### src/rtl/udma_hyper_cfg_pkg.sv
// Purpose: shared types and register map for the HyperBus channel config master.
// Latency: n/a (types and constants only).
// Backpressure: n/a.
package udma_hyper_cfg_pkg;

    // One queued configuration access.
    typedef struct packed {
        logic        rwn;
        logic [4:0]  addr;
        logic [31:0] data;
    } cfg_cmd_t;

    typedef enum logic [1:0] {
        IDLE  = 2'd0,
        ISSUE = 2'd1,
        RESP  = 2'd2
    } cfg_state_e;

    // Per-channel configuration register word addresses.
    localparam logic [4:0] PAGE_BOUND        = 5'h00;
    localparam logic [4:0] T_LATENCY_ACCESS  = 5'h01;
    localparam logic [4:0] EN_LATENCY_ADD    = 5'h02;
    localparam logic [4:0] T_CS_MAX          = 5'h03;
    localparam logic [4:0] T_RW_RECOVERY     = 5'h04;
    localparam logic [4:0] T_RWDS_DELAY_LINE = 5'h05;
    localparam logic [4:0] T_VARI_LATENCY    = 5'h06;
    localparam logic [4:0] N_HYPER_DEVICE    = 5'h07;
    localparam logic [4:0] MEM_SEL           = 5'h08;
    localparam logic [4:0] TRANS_ID_ALLOC    = 5'h09;

endpackage

### src/rtl/udma_hyper_cfg_cmd_fifo.sv
// Purpose: synchronous command FIFO of cfg_cmd_t with flush.
// Latency: a push is visible on pop_dat / empty after one edge; no fall-through.
// Backpressure: full blocks pushes; clear drops a same-cycle push and blocks pop.
//
// Ports: clk_i, rst_ni; clear (flush pointers/count); push_vld/push_dat (write side);
//        pop/pop_dat (read side, pop_dat shows the head entry); full, empty (registered count).
module udma_hyper_cfg_cmd_fifo
    import udma_hyper_cfg_pkg::*;
#(
    parameter int unsigned DEPTH = 4
) (
    input  logic     clk_i,
    input  logic     rst_ni,
    input  logic     clear,
    input  logic     push_vld,
    input  cfg_cmd_t push_dat,
    input  logic     pop,
    output cfg_cmd_t pop_dat,
    output logic     full,
    output logic     empty
);

    localparam int unsigned AW = $clog2(DEPTH);

    cfg_cmd_t      mem_q [DEPTH];
    logic [AW-1:0] wptr_q;
    logic [AW-1:0] rptr_q;
    logic [AW:0]   cnt_q;
    logic          do_push;
    logic          do_pop;

    assign full    = (cnt_q == (AW+1)'(DEPTH));
    assign empty   = (cnt_q == '0);
    assign do_push = push_vld & ~full & ~clear;
    assign do_pop  = pop & ~empty & ~clear;
    assign pop_dat = mem_q[rptr_q];

    always_ff @(posedge clk_i or negedge rst_ni) begin
        if (!rst_ni) begin
            wptr_q <= '0;
            rptr_q <= '0;
            cnt_q  <= '0;
        end else if (clear) begin
            wptr_q <= '0;
            rptr_q <= '0;
            cnt_q  <= '0;
        end else begin
            // Pointers are exactly log2(DEPTH) bits, so they wrap on their own.
            if (do_push) wptr_q <= wptr_q + 1'b1;
            if (do_pop)  rptr_q <= rptr_q + 1'b1;
            case ({do_push, do_pop})
                2'b10:   cnt_q <= cnt_q + 1'b1;
                2'b01:   cnt_q <= cnt_q - 1'b1;
                default: cnt_q <= cnt_q;
            endcase
        end
    end

    // Storage needs no reset: entries are only read when the count says they are valid.
    always_ff @(posedge clk_i) begin
        if (do_push) mem_q[wptr_q] <= push_dat;
    end

endmodule

### src/rtl/udma_hyper_cfg_master.sv
// Purpose: queues config read/write commands and issues them one at a time on the cfg bus.
// Latency: cmd accepted at edge k -> cfg_valid_o after k+1 -> rsp_valid_o after k+2 (cfg_ready_i=1).
// Backpressure: cmd_ready_o low while the FIFO is full; rsp_valid_o holds until rsp_ready_i.
//
// Ports: clk_i/rst_ni; clear_i flushes queued commands; cmd_* command input (valid/ready);
//        cfg_* request toward the register file (cfg_ready_i completes it, cfg_data_i returns
//        read data); rsp_* one response per command (data, timeout error); busy_o activity flag.
module udma_hyper_cfg_master
    import udma_hyper_cfg_pkg::*;
#(
    parameter int unsigned CMD_DEPTH      = 4,
    parameter int unsigned TIMEOUT_CYCLES = 16,
    parameter int unsigned ADDR_W         = 5
) (
    input  logic              clk_i,
    input  logic              rst_ni,
    input  logic              clear_i,
    input  logic              cmd_valid_i,
    output logic              cmd_ready_o,
    input  logic              cmd_rwn_i,
    input  logic [ADDR_W-1:0] cmd_addr_i,
    input  logic [31:0]       cmd_data_i,
    output logic              cfg_valid_o,
    output logic              cfg_rwn_o,
    output logic [ADDR_W-1:0] cfg_addr_o,
    output logic [31:0]       cfg_data_o,
    input  logic [31:0]       cfg_data_i,
    input  logic              cfg_ready_i,
    output logic              rsp_valid_o,
    input  logic              rsp_ready_i,
    output logic [31:0]       rsp_data_o,
    output logic              rsp_err_o,
    output logic              busy_o
);

    localparam int unsigned TW = (TIMEOUT_CYCLES > 2) ? $clog2(TIMEOUT_CYCLES) : 1;
    localparam logic [TW-1:0] TO_LAST = TW'((TIMEOUT_CYCLES == 0) ? 0 : TIMEOUT_CYCLES - 1);

    cfg_state_e    state_q, state_d;
    cfg_cmd_t      push_cmd;
    cfg_cmd_t      head_cmd;
    cfg_cmd_t      req_q;
    logic          fifo_full;
    logic          fifo_empty;
    logic          fifo_pop;
    logic [TW-1:0] to_cnt_q;
    logic          timeout_hit;
    logic [31:0]   rsp_data_q;
    logic          rsp_err_q;

    assign push_cmd = '{rwn: cmd_rwn_i, addr: 5'(cmd_addr_i), data: cmd_data_i};

    udma_hyper_cfg_cmd_fifo #(
        .DEPTH (CMD_DEPTH)
    ) i_cmd_fifo (
        .clk_i    (clk_i),
        .rst_ni   (rst_ni),
        .clear    (clear_i),
        .push_vld (cmd_valid_i),
        .push_dat (push_cmd),
        .pop      (fifo_pop),
        .pop_dat  (head_cmd),
        .full     (fifo_full),
        .empty    (fifo_empty)
    );

    // A value of zero disables the timeout entirely.
    assign timeout_hit = (TIMEOUT_CYCLES != 0) && (to_cnt_q == TO_LAST);

    // State register.
    always_ff @(posedge clk_i or negedge rst_ni) begin
        if (!rst_ni) state_q <= IDLE;
        else         state_q <= state_d;
    end

    // Next state. A flush in the same cycle wins over the IDLE pop, so the head entry
    // is discarded rather than issued.
    always_comb begin
        state_d = state_q;
        case (state_q)
            IDLE:    if (!fifo_empty && !clear_i)        state_d = ISSUE;
            ISSUE:   if (cfg_ready_i || timeout_hit)     state_d = RESP;
            RESP:    if (rsp_ready_i)                    state_d = IDLE;
            default:                                     state_d = IDLE;
        endcase
    end

    // Outputs decoded from state.
    always_comb begin
        cfg_valid_o = (state_q == ISSUE);
        rsp_valid_o = (state_q == RESP);
        fifo_pop    = (state_q == IDLE) && !fifo_empty && !clear_i;
        busy_o      = (state_q != IDLE) || !fifo_empty;
    end

    // Request/response holding registers and the ISSUE wait counter.
    always_ff @(posedge clk_i or negedge rst_ni) begin
        if (!rst_ni) begin
            req_q      <= '0;
            to_cnt_q   <= '0;
            rsp_data_q <= '0;
            rsp_err_q  <= 1'b0;
        end else begin
            if (fifo_pop) begin
                req_q.rwn  <= head_cmd.rwn;
                req_q.addr <= head_cmd.addr;
                // Reads drive zero write data so the responder never sees stale payload.
                req_q.data <= head_cmd.rwn ? 32'h0 : head_cmd.data;
                to_cnt_q   <= '0;
            end
            if (state_q == ISSUE) begin
                if (cfg_ready_i) begin
                    rsp_data_q <= req_q.rwn ? cfg_data_i : 32'h0;
                    rsp_err_q  <= 1'b0;
                end else if (timeout_hit) begin
                    rsp_data_q <= 32'h0;
                    rsp_err_q  <= 1'b1;
                end else begin
                    to_cnt_q <= to_cnt_q + 1'b1;
                end
            end
        end
    end

    assign cmd_ready_o = ~fifo_full;
    assign cfg_rwn_o   = req_q.rwn;
    assign cfg_addr_o  = ADDR_W'(req_q.addr);
    assign cfg_data_o  = req_q.data;
    assign rsp_data_o  = rsp_data_q;
    assign rsp_err_o   = rsp_err_q;

endmodule

### config.mk
export PLATFORM = sky130hd
export DESIGN_NAME = udma_hyper_cfg_master
export DESIGN_NICKNAME = d
export VERILOG_FILES = /design/src/rtl/udma_hyper_cfg_pkg.sv /design/src/rtl/udma_hyper_cfg_cmd_fifo.sv /design/src/rtl/udma_hyper_cfg_master.sv
export SDC_FILE = /design/constraint.sdc
export NUM_CORES = 1
export LEC_CHECK = 0
export BUFFER_PORTS_ARGS = -buffer_cell sky130_fd_sc_hd__buf_2
export CAP_MARGIN = 10
export CORE_ASPECT_RATIO = 0.7
export CORE_MARGIN = 1
export CORE_UTILIZATION = 28
export DETAILED_ROUTE_END_ITERATION = 8
export GPL_TIMING_DRIVEN = 0
export HOLD_SLACK_MARGIN = 0.15
export PLACE_DENSITY_LB_ADDON = 0.05
export SLEW_MARGIN = 25
export SYNTH_ARGS = -nofsm -noshare
export SYNTH_HDL_FRONTEND = slang
export SYNTH_SLANG_ARGS = --single-unit
### constraint.sdc
create_clock -name clk_i -period 3.8 [get_ports clk_i]
set_input_delay 0.38 -clock clk_i [delete_from_list [all_inputs] [get_ports clk_i]]
set_output_delay 0.38 -clock clk_i [all_outputs]
set_load 0.05 [all_outputs]
== Word-level counts from Yosys, hierarchy flattened ==
Memory sizes are Yosys's and may differ from the RTL's.
Index checks and enable logic that the tools add are counted.

* Register bits after elaboration: 84
* Word-level logic and storage cells: 70
* Memories kept: 1
* Memory bits (writable): 152
* Output and inout port bits: 75
* Input bits: 76

{| class="wikitable"
|+ Memories
! memory !! depth !! width !! read ports !! clocked after memory_dff !! write ports !! line !! RTL
|-
| i_cmd_fifo.mem_q || 4 || 38 || 1 || 0 || 1 || udma_hyper_cfg_cmd_fifo.sv:25 || <nowiki>cfg_cmd_t mem_q [DEPTH];</nowiki>
|}

* Equality and inequality tests: 9
* Reduce and logical (&&, ||, !) cells: 16
* Bitwise gates (word level): 7
* Add/sub/neg operators: 5
* Mux-type cells: 22

{| class="wikitable"
|+ Operators by type and width
! operator !! count
|-
| two-way mux 32 bit || 4
|-
| two-way mux 4 bit || 4
|-
| two-way mux 2 bit || 7
|-
| nonzero test 2 bit || 4
|-
| one-hot mux 2 bit (3 select lines) || 1
|-
| one-hot mux 3 bit (2 select lines) || 1
|-
| adder 2 x 1 -> 2 bit, second input constant || 2
|-
| adder 4 x 1 -> 4 bit, second input constant || 1
|-
| AND 1 bit || 4
|-
| == test 2 x 1 -> 1 bit, second input constant || 2
|-
| == test 2 bit, second input constant || 2
|-
| == test 4 bit, second input constant || 1
|-
| two-way mux 1 bit || 4
|-
| inequality test 2 x 1 -> 1 bit, second input constant || 2
|-
| adder 3 x 1 -> 3 bit, second input constant || 1
|-
| == test 3 bit, second input constant || 1
|-
| logical AND 1 bit || 3
|-
| logical NOT 3 bit || 1
|-
| two-way mux 3 bit || 1
|-
| NOT 1 bit || 3
|-
| AND reduction 3 bit || 1
|-
| nonzero test 3 bit || 1
|-
| subtractor 3 x 1 -> 3 bit, second input constant || 1
|-
| logical NOT 1 bit || 2
|-
| 4 further kinds || 5
|}

== Depth between registers and ports, before layout ==
* Depth after elaboration: 9
* Gate-level depth with buffers: 8

== Modules after synthesis ==
A second synthesis with hierarchy kept.

* Cell total of the unflattened synthesis: 610
* Area, all modules: 9371.5 sq um

{| class="wikitable"
|+ Modules (own cells, without submodules)
! module !! seq. area each (sq um) !! instances !! cells an instance !! area an instance (sq um)
|-
| udma_hyper_cfg_cmd_fifo || 4739.5 || 1 || 264 || 6093.3
|-
| udma_hyper_cfg_master || 1926.8 || 1 || 346 || 3278.1
|}

== Worst setup path after synthesis ==
No wires, ideal clock.

* Path kind: register to register
* Start point: register i_cmd_fifo.cnt_q[2]
* End point: memory i_cmd_fifo.mem_q[0][0] in the netlist's numbering, enable pin
* Buffers on the path: 1
* Stages on the path, launching flop included: 6
* Period minus slack after synthesis: 2.548 ns
* Data required time: 3.401 ns
* Slack: 1.252 ns
* Library setup time: 0.399 ns
* Arrival time: 2.149 ns
* Cells stage by stage: dfrtp_1 > or3b_1 > buf_2 > nand2_1 > nor2_1 > and2_1

* Word-level cells in the longest chain between the ends: 6

{| class="wikitable"
|+ Ends and longest elaborated chain
! item !! line !! RTL
|-
| start, declared || udma_hyper_cfg_cmd_fifo.sv:28 || <nowiki>logic [AW:0] cnt_q;</nowiki>
|-
| start signal, assigned || udma_hyper_cfg_cmd_fifo.sv:52 || <nowiki>2'b10: cnt_q <= cnt_q + 1'b1;</nowiki>
|-
| start signal, assigned || udma_hyper_cfg_cmd_fifo.sv:53 || <nowiki>2'b01: cnt_q <= cnt_q - 1'b1;</nowiki>
|-
| start signal, assigned || udma_hyper_cfg_cmd_fifo.sv:54 || <nowiki>default: cnt_q <= cnt_q;</nowiki>
|-
| == test 3 bit || udma_hyper_cfg_cmd_fifo.sv:32 || <nowiki>assign full = (cnt_q == (AW+1)'(DEPTH));</nowiki>
|-
| NOT 1 bit || n/a ||
|-
| named net cmd_ready_o || udma_hyper_cfg_master.sv:19 || <nowiki>output logic cmd_ready_o,</nowiki>
|-
| AND 1 bit (2 in a row) || udma_hyper_cfg_cmd_fifo.sv:34 || <nowiki>assign do_push = push_vld & ~full & ~clear;</nowiki>
|-
| two-way mux 1 bit || udma_hyper_cfg_cmd_fifo.sv:61 || <nowiki>if (do_push) mem_q[wptr_q] <= push_dat;</nowiki>
|-
| two-way mux 1 bit (not written as such) || udma_hyper_cfg_cmd_fifo.sv:61 ||
|-
| end, declared || udma_hyper_cfg_cmd_fifo.sv:25 ||
|}

The timed path passes the listed nets, and every way through them passes these cells.

== Final worst setup path ==
* Start point: register i_cmd_fifo.cnt_q[0]
* End point: register i_cmd_fifo.cnt_q[2]

* Word-level cells in the longest chain between the ends: 9
* Elaborated cells between the ends (all ways): 18
* Classes of those cells: add/sub: 2; eq/ne: 3; mux: 2; bitwise: 6; reduce/logical: 5

{| class="wikitable"
|+ Ends and longest elaborated chain
! item !! line !! RTL
|-
| logical NOT 3 bit || udma_hyper_cfg_cmd_fifo.sv:33 || <nowiki>assign empty = (cnt_q == '0);</nowiki>
|-
| logical NOT 1 bit || udma_hyper_cfg_master.sv:92 || <nowiki>fifo_pop = (state_q == IDLE) && !fifo_empty && !clear_i;</nowiki>
|-
| logical AND 1 bit (2 in a row) || udma_hyper_cfg_master.sv:92 ||
|-
| AND 1 bit (2 in a row) || udma_hyper_cfg_cmd_fifo.sv:35 || <nowiki>assign do_pop = pop & ~empty & ~clear;</nowiki>
|-
| == test 2 x 1 -> 1 bit / == test 2 bit (equally long branches) || udma_hyper_cfg_cmd_fifo.sv:51 || <nowiki>case ({do_push, do_pop})</nowiki>
|-
| one-hot mux 3 bit (2 select lines) || udma_hyper_cfg_cmd_fifo.sv:51 ||
|-
| two-way mux 3 bit || udma_hyper_cfg_cmd_fifo.sv:43 || <nowiki>end else if (clear) begin</nowiki>
|}

Several ways; a longest one is shown, not always the timed one.
A chain may end at the register's enable or synchronous reset.

==> flow_summary.ini <==
[run_status]
outcome = finished clean

[global_routing]
grt_max_degree = 67
grt_util_met2 = 0.220
met1_usage = 0.194
use_met3 = 0.0317
grt_pass1_wl_mm = 35.2
antenna_found_initial = 2
grt_usage = 0.139
grt_overflow = 0
grt_pass1_vias = 5971
grt_busiest_layer = met2

[sta]
tightestPinTransition_ns = 0.802
skew_ns = 0.0107
hold_viol = 0
maxSlewViolCount = 0
rsz0062_at_grt = no
tns_ns = 0
period_needed_ns = 3.06
setup_viol = 0
period_share = 0.805
timing.fmax_ghz = 0.327
slew_headroom = 0.465

[critical_path]
crit_arrival_ns = 3.52
worstPathRequired_ns = 4.26
critical_path_class = register to register
cp-start-kind = register
crit_path_end_kind = register
slowest_stage = clkbuf_1
cp_top_family = simple AND/OR/NAND/NOR gates
cp_slowest_stage_delay_ns = 0.50
worstPathCellList = or3_1, nand2_1, clkbuf_1, a21oi_1, fa_1, a2111o_1, and3b_1, nor3_2
critPathMaxFanout = 10
critPathBufInv = 1

[cts]
clockRootBuffer = clkbuf_16
cts.sinks = 236
clk_pin_slew_ns = 0.06
clock_latency_ns = 0.53
numCtsBuffers = 27
cts_buffer_depth = 3
h-tree-depth = 1
tritoncts = done
cts_setup_buffers = 0

[placed_design]
io_buffers = 150
place_inst = 1164
gp_congestion = 0.732
dpl.hpwl_mm = 14.5
placed_cell_area_sq_um = 10500

[floorplanning]
start_util = 0.288
core_sq_um = 31600
die_height_um = 153
die_x_um = 217
io_pins = 151
die_area_sq_um = 33200
rows = 54

[pwr]
leakage_uw = 0.00474
peakVddDrop_mv = 0.354
pwr_density_cell_nw_per_um2 = 758
power.total_uw = 9120

[detailed_routing]
wire_per_inst_um = 17.4
totalWireLength_mm = 22.5
drt_first_pass_iters = 4
drc = 0
ant_nets = 0
vias_per_cell = 4.36
vias = 5610
drt_iter0_markers = 260

[worst_hold_path]
min_path_type = primary input to asynchronous set/reset pin

[synthesis]
syn_inst = 589
netlist_area_sq_um = 9090
async_reset_ff_frac = 0.356
avgSynthCellArea_sq_um = 15.4
synth_edf_count = 152
synth-main-ff-cell = edfxtp_1
synth_nets = 671
yosys_warnings = 0
ys_types = 38
ys_ff_latch = 236
yosysSeqAreaShare = 0.733

[finish]
final_cells = 1288
area_growth_pct = 32.3
final_common_cell = buf_2
nets = 929
drive_above_1_share = 0.280
final_cell_mix = 155 x buf_2, 152 x edfxtp_1, 119 x nand2_1, 84 x dfrtp_1, 74 x dlygate4sd3_1
fin_area_sq_um = 12000
fillers = 3032
fin_util = 0.381

[flow_run]
max-cap-violations = 0
==> stage by stage <==
step,worst slack [ns],hold slack [ns]
global placement,0.332,0.459
global route,0.500,0.276
floorplan,1.25,0.0844
finish,0.741,0.273
detailed placement,0.589,0.256
CTS,0.581,0.263
==> final timing paths <==
check                                                      from                                to  slack, ns  depth (start not counted)
worst max-delay path            i_cmd_fifo.cnt_q[0]$_DFFE_PN0P_   i_cmd_fifo.cnt_q[2]$_DFFE_PN0P_       0.74                          8
worst min-delay path                                     rst_ni         cfg_data_o[3]$_DFFE_PN0P_       0.27                          2
worst max register to register  i_cmd_fifo.cnt_q[0]$_DFFE_PN0P_   i_cmd_fifo.cnt_q[2]$_DFFE_PN0P_       0.74                          8
worst min register to register       rsp_data_o[26]$_DFFE_PN0P_        rsp_data_o[26]$_DFFE_PN0P_       0.48                          2
max in group asynchronous                                rst_ni         rsp_data_o[7]$_DFFE_PN0P_       2.89                          3
min in group clk_i                                      clear_i  i_cmd_fifo.rptr_q[1]$_DFFE_PN0P_       0.29                          5
==> per-layer routing <==
layer | up-vias | wire length [um] | share of wire
met5 | - | 11 | 0.00049
met4 | 2 | 450 | 0.020
met3 | 33 | 897 | 0.040
met2 | 89 | 10400 | 0.46
met1 | 2828 | 10700 | 0.48
li1 | 2658 | - | -
==> registers in the layout, summed over array words and instances, names as in the netlist <==
name,cells
state_q,2
i_cmd_fifo.mem_q,152
cfg_data_o,32
i_cmd_fifo.rptr_q,2
cfg_rwn_o,1
i_cmd_fifo.wptr_q,2
cfg_addr_o,5
to_cnt_q,4
rsp_data_o,32
rsp_err_o,1
i_cmd_fifo.cnt_q,3
==> cells in the mapped netlist, types with 2 or more instances <==
library cell | count | area share
buf_2 | 6 | 0.0033
o21ai_1 | 4 | 0.0022
and3_1 | 2 | 0.0014
edfxtp_1 | 152 | 0.50
mux4_2 | 38 | 0.094
nor2b_1 | 2 | 0.0014
a21oi_1 | 5 | 0.0028
xor2_1 | 2 | 0.0019
buf_1 | 2 | 0.00083
nand2b_1 | 35 | 0.024
xnor2_1 | 3 | 0.0029
nor3_1 | 3 | 0.0017
inv_1 | 4 | 0.0017
nand2_1 | 119 | 0.049
dfrtp_1 | 84 | 0.23
clkbuf_1 | 24 | 0.0099
nor2_1 | 10 | 0.0041
ha_1 | 5 | 0.0069
or3b_1 | 2 | 0.0019
nand3_1 | 2 | 0.0011
a22o_1 | 2 | 0.0019
o22ai_1 | 2 | 0.0014
o21ai_0 | 62 | 0.034
and2_1 | 5 | 0.0034
==> worst reg2reg max path: cells and delay by family, from the launching register on <==
| family | cells | cell delay (ns) |
|---|---|---|
| and+or+nand+nor | 4 | 1.07 |
| AOI/OAI and AO/OA | 2 | 0.51 |
| DFF | 1 | 0.44 |
| buffers and inverters | 1 | 0.50 |
| adders and majority gates | 1 | 0.47 |
==> report_power, final <==
part	internal [uW]	leakage, uW	switching, uW
combinational	977	0.00186	2300
clock	1380	0.000390	1010
sequential	3210	0.00250	251
total	5570	0.00474	3560
==> cells by family after synthesis <==
logic type / after synthesis / share of synthesized area
buffers and inverters: 37 / 0.0165
XOR/XNOR: 5 / 0.00482
AND/OR/NAND/NOR: 185 / 0.0925
multiplexers: 41 / 0.0977
AO/OA/AOI/OAI: 79 / 0.0462
flip-flops: 236 / 0.733
adder cells (fa/ha/maj): 6 / 0.00908
==> what timing repair did <==
action / 4_1_cts / 5_1_grt
endpoints found under the hold margin: 271 / 0
hold buffers: 74 / 0
gates resized for setup: 0 / 0
==> layout make-up <==
cell class / count / area [sq um] / area share
clock inverter: 10 / 76.3 / 0.00634
sequential: 236 / 6670 / 0.554
buffer: 33 / 135 / 0.0112
antenna: 1 / 2.50 / 0.000208
tap: 420 / 526 / 0.0437
inverter: 4 / 15.0 / 0.00125
clock buffer: 39 / 721 / 0.0599
multi-input combinational: 316 / 2290 / 0.190
timing repair buffer: 229 / 1610 / 0.133
Power figures use the tool's default switching activity.
